$ cat src/rtl/mitchell_antilog_pipe.sv
// Mitchell antilog pipeline: adds two log-domain operands and converts the sum back to a linear product.
// Optional build macro MBM_BIAS_COMP_EN adds a saturating fraction bias correction (minimally biased variant).
module mitchell_antilog_pipe #(
   parameter int CHAR_W    = 3,
   parameter int FRAC_W    = 7,
   parameter int OUT_W     = 16,
   parameter int BIAS_CORR = 11
) (
   input  logic              clk,
   input  logic              rst,
   input  logic              in_valid,
   output logic              in_ready,
   input  logic [CHAR_W-1:0] a_char,
   input  logic [FRAC_W-1:0] a_frac,
   input  logic              a_zero,
   input  logic [CHAR_W-1:0] b_char,
   input  logic [FRAC_W-1:0] b_frac,
   input  logic              b_zero,
   output logic              out_valid,
   input  logic              out_ready,
   output logic [OUT_W-1:0]  product
);

   localparam int EW = CHAR_W + 1;
   localparam int MW = FRAC_W + 1;
   localparam int PW = OUT_W + FRAC_W;

   if ((OUT_W != 2 * (1 << CHAR_W)) || (FRAC_W != (1 << CHAR_W) - 1) || (BIAS_CORR < 0)) begin : g_param_check
      $error("mitchell_antilog_pipe: inconsistent CHAR_W/FRAC_W/OUT_W/BIAS_CORR");
   end

   logic           en_s;
   logic [EW-1:0]  k_d, k_q;
   logic [MW-1:0]  s_d, s_q;
   logic           z1_d, z1_q, v1_q;
   logic [EW-1:0]  e_d, e_q;
   logic [MW-1:0]  m_d, m_q;
   logic           z2_q, v2_q;
   logic [OUT_W-1:0] product_d, product_q;
   logic           out_valid_q;
   logic           c_s;
   logic [FRAC_W-1:0] f_s, f_adj_s;
   logic [PW-1:0]  wide_s;
`ifdef MBM_BIAS_COMP_EN
   localparam logic [MW-1:0] BIAS_V = MW'(BIAS_CORR);
   logic [MW-1:0]  f_sum_s;
`endif

   // Global stall: every stage advances only when the output slot is free or draining.
   assign en_s      = ~out_valid_q | out_ready;
   assign in_ready  = en_s;
   assign out_valid = out_valid_q;
   assign product   = product_q;

   // Stage 1 operands: log-domain characteristic and fraction sums.
   always_comb begin
      k_d  = {1'b0, a_char} + {1'b0, b_char};
      s_d  = {1'b0, a_frac} + {1'b0, b_frac};
      z1_d = a_zero | b_zero;
   end

   // Stage 2: fold fraction carry into the exponent, rebuild the mantissa with its hidden one.
   always_comb begin
      c_s = s_q[FRAC_W];
      f_s = s_q[FRAC_W-1:0];
      e_d = k_q + {{CHAR_W{1'b0}}, c_s};
`ifdef MBM_BIAS_COMP_EN
      f_sum_s = {1'b0, f_s} + BIAS_V;
      if (f_sum_s[FRAC_W]) begin
         f_adj_s = {FRAC_W{1'b1}};
      end else begin
         f_adj_s = f_sum_s[FRAC_W-1:0];
      end
`else
      f_adj_s = f_s;
`endif
      m_d = {1'b1, f_adj_s};
   end

   // Stage 3: antilog by shifting the mantissa, then drop the fraction bits (floor).
   always_comb begin
      wide_s = PW'(m_q) << e_q;
      if (z2_q) begin
         product_d = {OUT_W{1'b0}};
      end else begin
         product_d = wide_s[PW-1:FRAC_W];
      end
   end

   // Pipeline registers; all stages, bubbles included, hold together on stall.
   always_ff @(posedge clk or posedge rst) begin
      if (rst) begin
         k_q         <= {EW{1'b0}};
         s_q         <= {MW{1'b0}};
         z1_q        <= 1'b0;
         v1_q        <= 1'b0;
         e_q         <= {EW{1'b0}};
         m_q         <= {MW{1'b0}};
         z2_q        <= 1'b0;
         v2_q        <= 1'b0;
         product_q   <= {OUT_W{1'b0}};
         out_valid_q <= 1'b0;
      end else if (en_s) begin
         k_q         <= k_d;
         s_q         <= s_d;
         z1_q        <= z1_d;
         v1_q        <= in_valid;
         e_q         <= e_d;
         m_q         <= m_d;
         z2_q        <= z1_q;
         v2_q        <= v1_q;
         product_q   <= product_d;
         out_valid_q <= v2_q;
      end else begin
         k_q         <= k_q;
         s_q         <= s_q;
         z1_q        <= z1_q;
         v1_q        <= v1_q;
         e_q         <= e_q;
         m_q         <= m_q;
         z2_q        <= z2_q;
         v2_q        <= v2_q;
         product_q   <= product_q;
         out_valid_q <= out_valid_q;
      end
   end

endmodule

$ cat config.mk
export PLATFORM = sky130hd
export DESIGN_NAME = mitchell_antilog_pipe
export DESIGN_NICKNAME = d
export VERILOG_FILES = /design/src/rtl/mitchell_antilog_pipe.sv
export SDC_FILE = /design/constraint.sdc
export NUM_CORES = 1
export LEC_CHECK = 0
export ABC_CLOCK_PERIOD_IN_PS = 1610
export CAP_MARGIN = 20
export CORE_AREA = 5 5 100 102
export DETAILED_ROUTE_END_ITERATION = 7
export DIE_AREA = 0 0 105 107
export GPL_TIMING_DRIVEN = 0
export PLACE_DENSITY_LB_ADDON = 0.2
export SETUP_SLACK_MARGIN = 0.05
export SYNTH_ARGS = -nofsm -noshare
export SYNTH_HDL_FRONTEND = slang
export SYNTH_SLANG_ARGS = --single-unit
$ cat constraint.sdc
create_clock -name clk -period 1.61 [get_ports clk]
set_input_delay 0.2415 -clock clk [delete_from_list [all_inputs] [get_ports clk]]
set_output_delay 0.2415 -clock clk [all_outputs]
set_load 0.005 [all_outputs]
Word-level counts from Yosys, hierarchy flattened
Cells that the tools add are included.
{"block": "totals", "register_bits": 45, "ram_bits": 0, "rom_bits": 0, "latch_bits": 0, "out_inout_bits": 18, "inputBits": 26, "elab_cells": 18, "mem_count": 0}
{"block": "op_classes", "order_cmp": 0, "n_div": 0, "n_eq_ne": 0, "add_sub_neg": 3, "muxes": 1, "bitwise": 3, "n_shift": 1, "n_mul": 0, "reduce_logical": 0}
{"operator": "$shl A8 B4 Y23", "n": 1}
{"operator": "$mux W16", "n": 1}
{"operator": "$add A7 B7 Y8", "n": 1}
{"operator": "$add A3 B3 Y4", "n": 1}
{"operator": "$add A4 B1 Y4", "n": 1}
{"operator": "$or A1 B1 Y1", "n": 2}
{"operator": "$not A1 Y1", "n": 1}

Logic depth before layout (Yosys ltp)
{"block": "depth", "word_depth": 2, "ltp_mapped": 7, "mapped_depth_nobuf": 7}

Worst setup path after synthesis
No wires, ideal clock.
{"block": "synth_timing", "kind": "input to register", "from": "in a_frac[0]", "to": "reg s_q[6]", "t_arrival_ps": 1402, "setup_time_ps": 69, "slack_ps": 139, "path_stages": 7, "n_path_buf": 0, "required_ps": 1541, "cell_sequence": "ha_1 inv_1 fa_1 nor2b_1 o31a_1 or3_1 nand3_1"}
{"block": "synth_via", "elab_chain_len": 1}
{"element": "start, declared", "line_no": "14", "source": "input logic [FRAC_W-1:0] a_frac,"}
{"element": "$add A7 B7 Y8", "line_no": "58", "source": "s_d = {1'b0, a_frac} + {1'b0, b_frac};"}
{"element": "end signal, assigned", "line_no": "94", "source": "s_q <= {MW{1'b0}};"}
{"element": "end signal, assigned", "line_no": "116", "source": "s_q <= s_q;"}
{"element": "end, declared", "line_no": "34", "source": "logic [MW-1:0] s_d, s_q;"}
No other way between the ends.
A chain may end at the register's enable or synchronous reset.

Worst setup path in the final report
{"block": "layout_timing", "from": "reg out_valid_q, in the netlist out_valid", "to": "out in_ready"}
{"block": "layout_via", "elab_chain_len": 2}
{"element": "start, declared", "line_no": "40", "source": "logic out_valid_q;"}
{"element": "start signal, assigned", "line_no": "113", "source": "out_valid_q <= v2_q;"}
{"element": "start signal, assigned", "line_no": "124", "source": "out_valid_q <= out_valid_q;"}
{"element": "$not A1 Y1", "line_no": "50", "source": "assign en_s = ~out_valid_q | out_ready;"}
{"element": "$or A1 B1 Y1", "line_no": "50"}
{"element": "end, declared", "line_no": "12", "source": "output logic in_ready,"}
No other way between the ends.

==> flow_summary.json <==
{
  "post-place-ws_ns": -0.785,
  "finalSetupViolations": 0,
  "drc": 0,
  "std_cell_rows": 35,
  "ys_seq_area_share_pct": 44.7,
  "die-area_um2": 11200,
  "skew_ns": 0.00962,
  "first_pass_iters": 4,
  "htreeDepth": 2,
  "min_path_type": "input port to async pin",
  "routed_wl_um": 6760,
  "reg2regPathDepth": 4,
  "synth_edf_count": 0,
  "drtIter0Drc": 71,
  "path_class": "flop to output port",
  "grt.met2_usage_pct": 19.3,
  "clock_latency_ns": 0.30,
  "nets": 369,
  "whs_ns": 0.218,
  "crit_arrival_ns": 1.27,
  "num_antenna_cells": 0,
  "use_met1_pct": 16.7,
  "synth_top_flop_cell": "dfrtp_1",
  "grt_pass1_vias": 2234,
  "dp.cells": 423,
  "worstSetupStartpoint": "out_valid$_DFFE_PP0P_",
  "yosysWarnings": 0,
  "clk_path_buf_depth": 2,
  "start_kind": "flop",
  "cts_buffers": 5,
  "status": "complete, no violations",
  "netlist_area_um2": 2520,
  "io_buffers": 43,
  "maxCapViolCount": 0,
  "fin_crit_sh_pct": 94.1,
  "crit_required_ns": 1.37,
  "async_flop_share_pct": 100,
  "finalMaxSlewViolations": 0,
  "num_vias": 2222,
  "crit_path_end_kind": "output port",
  "area_growth_pct": 38.3,
  "grt_overflow": 0,
  "slew_headroom_pct": 68.7,
  "synth_nets": 308,
  "syn-mean-instance-area_um2": 9.39,
  "worst_pin_slew_ns": 0.470,
  "clockRootBuffer": "clkbuf_8",
  "clkSlewWorstSetupHoldPaths_ns": 0.09,
  "max_clock_freq_mhz": 660,
  "finalCriticalPeriod_ns": 1.52,
  "globalRoute.busiestLayer": "met2",
  "finalHoldViolCount": 0,
  "vias_per_cell": 5.04,
  "leakage_nw": 1.51,
  "powerDensity_nw_per_um2": 1600,
  "nFillCells": 946,
  "grt_util_all_layers_pct": 12.2,
  "die_y_um": 107,
  "final_cell_mix": "65 x nand2_1, 42 x dfrtp_1, 36 x clkdlybuf4s50_1, 18 x o21ai_0, 13 x nor2_1",
  "cts.sinks": 45,
  "start_util_pct": 27.9,
  "syn_inst": 268,
  "ys_ff_latch": 45,
  "core_um2": 9020,
  "drt-wirelength-per-cell_um": 15.3,
  "post-dp-hpwl_um": 4910,
  "grtUsageMet3_pct": 2.53,
  "grt_max_degree": 31,
  "vdd_drop_max_uv": 502,
  "final_antenna_net_count": 0,
  "final_common_cell": "nand2_1",
  "cts_tree": "yes",
  "drive_gt1_share_pct": 19.4,
  "rsz0062_at_grt": "true",
  "r2r_start": "e_q[1]$_DFFE_PP0P_",
  "grt_pass1_wl_um": 11300,
  "final_cells": 441,
  "die_w_um": 105,
  "gp_congestion": 0.840,
  "fin_ws_ns": 0.0948,
  "antenna_found_initial": 0,
  "pin_count": 44,
  "worstPathMaxFanout": 8,
  "yosys.cell_types.count": 47,
  "ctsHoldBuffers": 0
}
## power by group
part	switching, W	internal (W)	leakage (nW)	total [W]
clock network	0.000407	0.000625	0.0687	0.00103
registers	0.000377	0.00153	0.553	0.00191
logic	0.00131	0.00131	0.893	0.00262
## area by class of cell
cell class | instances | area (µm²) | area share [%]
buffer | 15 | 128 | 3.67
tap | 111 | 139 | 3.99
clock inverter | 3 | 68.8 | 1.98
timing repair buffer | 54 | 520 | 15.0
sequential | 45 | 1130 | 32.5
inverter | 10 | 48.8 | 1.40
multi-input combinational | 198 | 1380 | 39.6
clock buffer | 5 | 68.8 | 1.98
## critical path: stages, from the launching register on
cell and delay (ns):
dfrtp_1 0.36, nor2b_4 0.15, buf_8 0.16, inv_8 0.05, clkbuf_16 0.14, buf_6 0.11
## through the flow
step | power (W) | utilization [%] | setup TNS [ns] | instance area, µm²
after global placement | 0.00418 | 34.2 | -44.27 | 3090
after CTS | 0.00539 | 37.1 | 0 | 3350
after global routing | 0.00596 | 38.6 | 0 | 3480
after floorplan | 0.00329 | - | 0 | 2520
after detailed placement | 0.00421 | 34.4 | -14.79 | 3110
final | 0.00556 | 38.6 | 0 | 3480
## final timing paths
check	end	slack, ns
min	product[1]$_DFFE_PP0P_	0.22
min reg2reg	v2_q$_DFFE_PP0P_	0.47
max in group asynchronous	m_q[6]$_DFFE_PP0P_	0.90
max reg2reg	product[9]$_DFFE_PP0P_	0.11
max	in_ready	0.09
min in group clk	s_q[0]$_DFFE_PP0P_	0.39
## per-layer routing
layer	part of all wire (%)	vias up
met5	0	-
met4	0.62	0
met3	5.4	5
met2	48	72
met1	46	1084
li1	-	1061
## logic make-up after synthesis
logic type                 after synthesis  synth area share [%]
AOI/OAI and AO/OA                       61                  15.6
DFF                                     45                  44.7
and+or+nand+nor                        107                  19.2
muxes                                   12                  7.06
adders and majority gates               14                  7.55
buffers and inverters                   25                  4.47
xor gates and xnor gates                 4                  1.39
## synth_stat cells, types with 2 or more instances
cell type | count | area [µm²]
xor2_1 | 3 | 26.3
a21oi_1 | 8 | 40.0
nand3_1 | 4 | 20.0
or3_1 | 4 | 25.0
a21o_1 | 3 | 22.5
a31oi_1 | 3 | 18.8
nand2b_1 | 2 | 12.5
mux2_2 | 3 | 33.8
mux4_2 | 3 | 67.6
ha_1 | 12 | 150
o21ai_1 | 2 | 10.0
nor3_1 | 5 | 25.0
mux2i_1 | 5 | 50.1
nor3b_1 | 3 | 22.5
a211oi_1 | 5 | 37.5
clkbuf_1 | 4 | 15.0
nor2_1 | 13 | 48.8
inv_1 | 9 | 33.8
fa_1 | 2 | 40.0
nand4b_1 | 2 | 17.5
a22o_1 | 2 | 17.5
o21ai_0 | 20 | 100
buf_2 | 6 | 30.0
o311ai_0 | 2 | 17.5
dfrtp_1 | 45 | 1130
nand3b_1 | 2 | 15.0
a22oi_1 | 4 | 30.0
o21a_1 | 3 | 22.5
nor2b_1 | 3 | 18.8
nand2_1 | 65 | 244
buf_1 | 3 | 11.3
o31ai_1 | 3 | 22.5
## repair_timing
action,in CTS,in global routing
gates resized for setup,38,23
pin swaps,4,3
gates cloned,0,1
setup endpoints to repair,42,37
buffers inserted,3,6
## flip-flops by register name, indices dropped and copies added, names as in the netlist
name       flops
product       16
m_q            8
z2_q           1
k_q            4
v2_q           1
v1_q           1
out_valid      1
e_q            4
s_q            8
z1_q           1
Note: power is estimated with default switching activity, not from simulation.
